`src/rtl/mux_arbiter2.sv`:
```
// Two-requester round-robin arbiter driving a shared 2:1 data mux.
// A and B offer valid/ready streams. One side is granted at a time, and the
// granted beat is registered onto a single valid/ready output channel.
// A grant is capped at MAX_BURST beats whenever the other side is waiting.
module mux_arbiter2 #(
  parameter int WIDTH     = 8,
  parameter int MAX_BURST = 4
) (
  input  logic             clock,
  input  logic             reset_n,
  input  logic             a_valid,
  input  logic [WIDTH-1:0] a_data,
  output logic             a_ready,
  input  logic             b_valid,
  input  logic [WIDTH-1:0] b_data,
  output logic             b_ready,
  output logic             out_valid,
  output logic [WIDTH-1:0] out_data,
  input  logic             out_ready,
  output logic             sel,
  output logic             busy
);

  localparam int CNT_W = $clog2(MAX_BURST) + 1;
  localparam logic [CNT_W-1:0] CNT_LAST = CNT_W'(MAX_BURST - 1);
  localparam logic [CNT_W-1:0] CNT_ONE  = CNT_W'(1);

  typedef enum logic [1:0] {
    IDLE    = 2'd0,
    GRANT_A = 2'd1,
    GRANT_B = 2'd2
  } state_t;

  state_t           state_q;
  logic             last_q;       // side served by the latest grant: 0=A, 1=B
  logic [CNT_W-1:0] burst_cnt_q;  // beats accepted in the current burst window
  logic             sel_q;
  logic             out_valid_q;
  logic             out_valid_d;
  logic [WIDTH-1:0] out_data_q;
  logic [WIDTH-1:0] out_data_d;

  logic space;
  logic a_acc;
  logic b_acc;
  logic burst_end;

  // The output register can take a beat when empty or draining this cycle.
  assign space     = !out_valid_q || out_ready;
  assign a_ready   = (state_q == GRANT_A) && space;
  assign b_ready   = (state_q == GRANT_B) && space;
  assign a_acc     = a_valid && a_ready;
  assign b_acc     = b_valid && b_ready;
  assign burst_end = (burst_cnt_q == CNT_LAST);

  assign out_valid = out_valid_q;
  assign out_data  = out_data_q;
  assign sel       = sel_q;
  assign busy      = (state_q != IDLE);

  // Output register next state: load an accepted beat, otherwise drain on out_ready.
  always_comb begin
    out_valid_d = out_valid_q;
    out_data_d  = out_data_q;
    if (a_acc) begin
      out_valid_d = 1'b1;
      out_data_d  = a_data;
    end else if (b_acc) begin
      out_valid_d = 1'b1;
      out_data_d  = b_data;
    end else if (out_ready) begin
      out_valid_d = 1'b0;
    end
  end

  // Output register; data only changes on an accept, so it holds under back-pressure.
  always_ff @(posedge clock or negedge reset_n) begin
    if (!reset_n) begin
      out_valid_q <= 1'b0;
      out_data_q  <= '0;
    end else begin
      out_valid_q <= out_valid_d;
      out_data_q  <= out_data_d;
    end
  end

  // Arbitration FSM: grant selection, burst counting and forced hand-over.
  always_ff @(posedge clock or negedge reset_n) begin
    if (!reset_n) begin
      state_q     <= IDLE;
      last_q      <= 1'b1;   // pretend B was last so A wins the first tie
      burst_cnt_q <= '0;
      sel_q       <= 1'b0;
    end else begin
      case (state_q)
        IDLE: begin
          if (a_valid && b_valid) begin
            // Tie: the side not served last gets the grant.
            state_q     <= last_q ? GRANT_A : GRANT_B;
            last_q      <= !last_q;
            sel_q       <= !last_q;
            burst_cnt_q <= '0;
          end else if (a_valid) begin
            state_q     <= GRANT_A;
            last_q      <= 1'b0;
            sel_q       <= 1'b0;
            burst_cnt_q <= '0;
          end else if (b_valid) begin
            state_q     <= GRANT_B;
            last_q      <= 1'b1;
            sel_q       <= 1'b1;
            burst_cnt_q <= '0;
          end
        end

        GRANT_A: begin
          if (!a_valid) begin
            // Requester went away: hand straight over without an idle cycle.
            if (b_valid) begin
              state_q     <= GRANT_B;
              last_q      <= 1'b1;
              sel_q       <= 1'b1;
              burst_cnt_q <= '0;
            end else begin
              state_q <= IDLE;
            end
          end else if (a_acc) begin
            if (burst_end) begin
              burst_cnt_q <= '0;
              if (b_valid) begin
                state_q <= GRANT_B;
                last_q  <= 1'b1;
                sel_q   <= 1'b1;
              end
            end else begin
              burst_cnt_q <= burst_cnt_q + CNT_ONE;
            end
          end
        end

        GRANT_B: begin
          if (!b_valid) begin
            if (a_valid) begin
              state_q     <= GRANT_A;
              last_q      <= 1'b0;
              sel_q       <= 1'b0;
              burst_cnt_q <= '0;
            end else begin
              state_q <= IDLE;
            end
          end else if (b_acc) begin
            if (burst_end) begin
              burst_cnt_q <= '0;
              if (a_valid) begin
                state_q <= GRANT_A;
                last_q  <= 1'b0;
                sel_q   <= 1'b0;
              end
            end else begin
              burst_cnt_q <= burst_cnt_q + CNT_ONE;
            end
          end
        end

        default: begin
          state_q     <= IDLE;
          burst_cnt_q <= '0;
        end
      endcase
    end
  end

endmodule

```
`config.mk`:
```
export PLATFORM = sky130hd
export DESIGN_NAME = mux_arbiter2
export DESIGN_NICKNAME = d
export VERILOG_FILES = /design/src/rtl/mux_arbiter2.sv
export SDC_FILE = /design/constraint.sdc
export NUM_CORES = 1
export LEC_CHECK = 0
export BUFFER_PORTS_ARGS = -buffer_cell sky130_fd_sc_hd__buf_4
export CAP_MARGIN = 20
export CORE_ASPECT_RATIO = 1.25
export CORE_MARGIN = 2
export CORE_UTILIZATION = 45
export CTS_BUF_LIST = sky130_fd_sc_hd__clkbuf_2 sky130_fd_sc_hd__clkbuf_4 sky130_fd_sc_hd__clkbuf_8
export DETAILED_ROUTE_END_ITERATION = 8
export PLACE_DENSITY = 0.77
export SETUP_SLACK_MARGIN = 0.15
export SKIP_LAST_GASP = 1
export SYNTH_ARGS = -nofsm -noshare
export SYNTH_HDL_FRONTEND = slang
export SYNTH_SLANG_ARGS = --single-unit
```
`constraint.sdc`:
```
create_clock -name clock -period 4.2 [get_ports clock]
set_clock_uncertainty 0.2 [all_clocks]
set_input_delay 0.63 -clock clock [delete_from_list [all_inputs] [get_ports clock]]
set_output_delay 0.63 -clock clock [all_outputs]
set_load 0.02 [all_outputs]
```
==> flow_summary.toml <==
[pwr]
cellPowerDensity_nw_per_um2 = 679
ir_worst_vdd_uv = 343
leakage_nw = 0.666

[routing]
num_vias = 895
dr.first_iter.drc_count = 6
first_pass_iters = 4
wl_mm = 2.22
postRouteAntennaNets = 0
drc = 0
routed_wire_length_per_instance_um = 13.3
viasPerCell = 5.36

[timing]
rsz0062_at_grt = "no"
fin_crit_sh_pct = 56.5
maxSlewViolCount = 0
setup_viol = 0
fin_tns_setup_ns = 0
tightest_slew_ns = 0.518
finalHoldViolCount = 0
fmax_mhz = 421
slew_headroom_pct = 65.5
fin_crit_ns = 2.37

[floorplanning]
fp.dieH_um = 57.9
core_area_um2 = 2210
dieArea_um2 = 2730
row_count = 19
die_w_um = 47.1
io_pins = 34
start_util_pct = 47.3

[job]
drv_cap = 0

[grt]
first_global_vias = 856
grt_pass1_wl_mm = 3.71
gr-total-overflow = 0
grt_max_degree = 18
grt_most_used_layer = "met2"
grtUsageTotal_pct = 18.2
use_met1_pct = 24.4
grtUsageMet3_pct = 1.87
antenna_found_initial = 0
use_met2_pct = 30.7

[cells_and_area]
area_delta_synth_final_pct = 27.6
mostFrequentLayoutCell = "buf_4"
layout_common_cells = "buf_4, dfrtp_1, nand2_1"
final_nets = 163
stdcell_area_um2 = 1340
fillers = 194
drive_gt1_share_pct = 31.6
seq_area_um2 = 402
fin_util_pct = 60.4
antennaDiodeCount = 0
multi_input_area_um2 = 589

[synth]
ys.flop_type = "dfrtp_1"
synth-simple-area-share_pct = 20.0
synth_edf_count = 0
synthAdderAreaFrac_pct = 5.98
synthesis.nets = 130
ys_types = 40
synth_seq_cells = 16
synthXorXnorAreaFrac_pct = 0
synthMuxAreaShare_pct = 8.61
synth_top_family_by_area = "compound AO/OA/AOI/OAI gates"
ys_warn_count = 0
syn_area_um2 = 1050
yosysSeqAreaShare_pct = 38.4
async_flop_share_pct = 100
synth_compound_area_share_pct = 21.8
avgSynthCellArea_um2 = 10.1
synthCells = 104

[min_path]
hold_path.class = "reg2reg"

[setup_path]
endpoint_kind = "primary output"
crit_path_max_incr_delay_ns = 0.45
worstPathCellList = "inv_1, ha_1, and2_1, buf_4"
crit_type = "reg2out"
critical-path-slowest-cell = "dfrtp_1"
cp.arrival_ns = 1.54
worstPathRequired_ns = 3.37
critPathLaunchType = "flip-flop"
cp_max_fo = 9

[status]
status = "finished clean"

[clocking]
tritoncts = "yes"
numCtsBuffers = 3
root_buffer = "clkbuf_4"
clk_path_buf_depth = 2
ctsResizeCount = 0
clock_latency_ns = 0.28
cts_sinks = 16
clk_pin_slew_ns = 0.10
htree_levels = 1

[placed_design]
dp_hpwl_mm = 1.74
gp_congestion = 0.877
io_buffers = 33
place_area_um2 = 1290
[final cells by class]
cell class	instances	area share [%]
multi-input cells	79	44.1
flip-flops and latches	16	30.1
repair buffers	34	19.3
well taps	31	2.91
clock buffers	4	2.72
inverters	3	0.843
[through the flow]
step	hold WS (ns)	setup WS (ns)	power (mW)	cells
after floorplan	0.134	2.23	0.648	104
after detailed placement	0.274	1.99	0.809	162
after global routing	0.338	1.72	0.975	167
after global placement	0.265	2.03	0.792	162
after CTS	0.297	1.83	0.912	167
final	0.293	1.83	0.907	167
[synth_stat cells (2+ instances only)]
cell / n / area, um^2
nand2b_1: 2 / 12.5
mux2i_1: 9 / 90.1
and2_1: 2 / 12.5
nor2_1: 4 / 15.0
o21ai_0: 8 / 40.0
o21ai_1: 2 / 10.0
a21oi_1: 5 / 25.0
nor2b_1: 4 / 25.0
and3_1: 2 / 12.5
buf_2: 2 / 10.0
inv_1: 3 / 11.3
ha_1: 5 / 62.6
buf_6: 2 / 22.5
nand2_1: 10 / 37.5
and2b_1: 2 / 15.0
dfrtp_1: 15 / 375
o22a_1: 4 / 35.0
[logic make-up after synthesis]
logic type               Yosys count
multiplexers                       9
flip-flops                        16
AO/OA/AOI/OAI                     29
buffers and inverters              9
AND/OR/NAND/NOR                   36
adder cells (fa/ha/maj)            5
[critical path, delay by kind of cell, from the launching register on]
family | cells | cell delay (ns)
simple gates | 1 | 0.19
flops | 1 | 0.45
buf+inv | 2 | 0.26
fa+ha+maj | 1 | 0.36
[report_power, final]
| part | internal, mW | leakage [nW] | switching [mW] |
|---|---|---|---|
| combinational | 0.238 | 0.444 | 0.289 |
| clock | 0.0527 | 0.0210 | 0.0495 |
| sequential | 0.227 | 0.200 | 0.0499 |
[layer usage]
layer / vias up / routed length (um)
li1: 438 / -
met4: 0 / 16
met5: - / 0
met3: 2 / 55
met2: 17 / 1250
met1: 438 / 903
[state kept, by name, summed over array words and instances (netlist names)]
name	flops
out_data	8
burst_cnt_q	3
state_q	2
last_q	1
out_valid	1
sel	1
[final timing paths]
kind	start	end	cells after the start	slack, ns
max in group asynchronous	reset_n	last_q	2	3.03
max reg2reg	state_q[0]	burst_cnt_q[0]	6	2.00
min reg2reg	out_data[7]	out_data[7]	2	0.29
max	state_q[1]	a_ready	4	1.83
min	out_data[7]	out_data[7]	2	0.29
min in group asynchronous	reset_n	state_q[0]	2	0.52
[repair_timing]
| item | in CTS | in global routing |
|---|---|---|
| endpoints found under the setup margin | 0 | 0 |
| setup buffers | 0 | 0 |
| hold buffers | 1 | 0 |
| endpoints found under the hold margin | 15 | 0 |
Note: power is estimated with default switching activity, not from simulation.
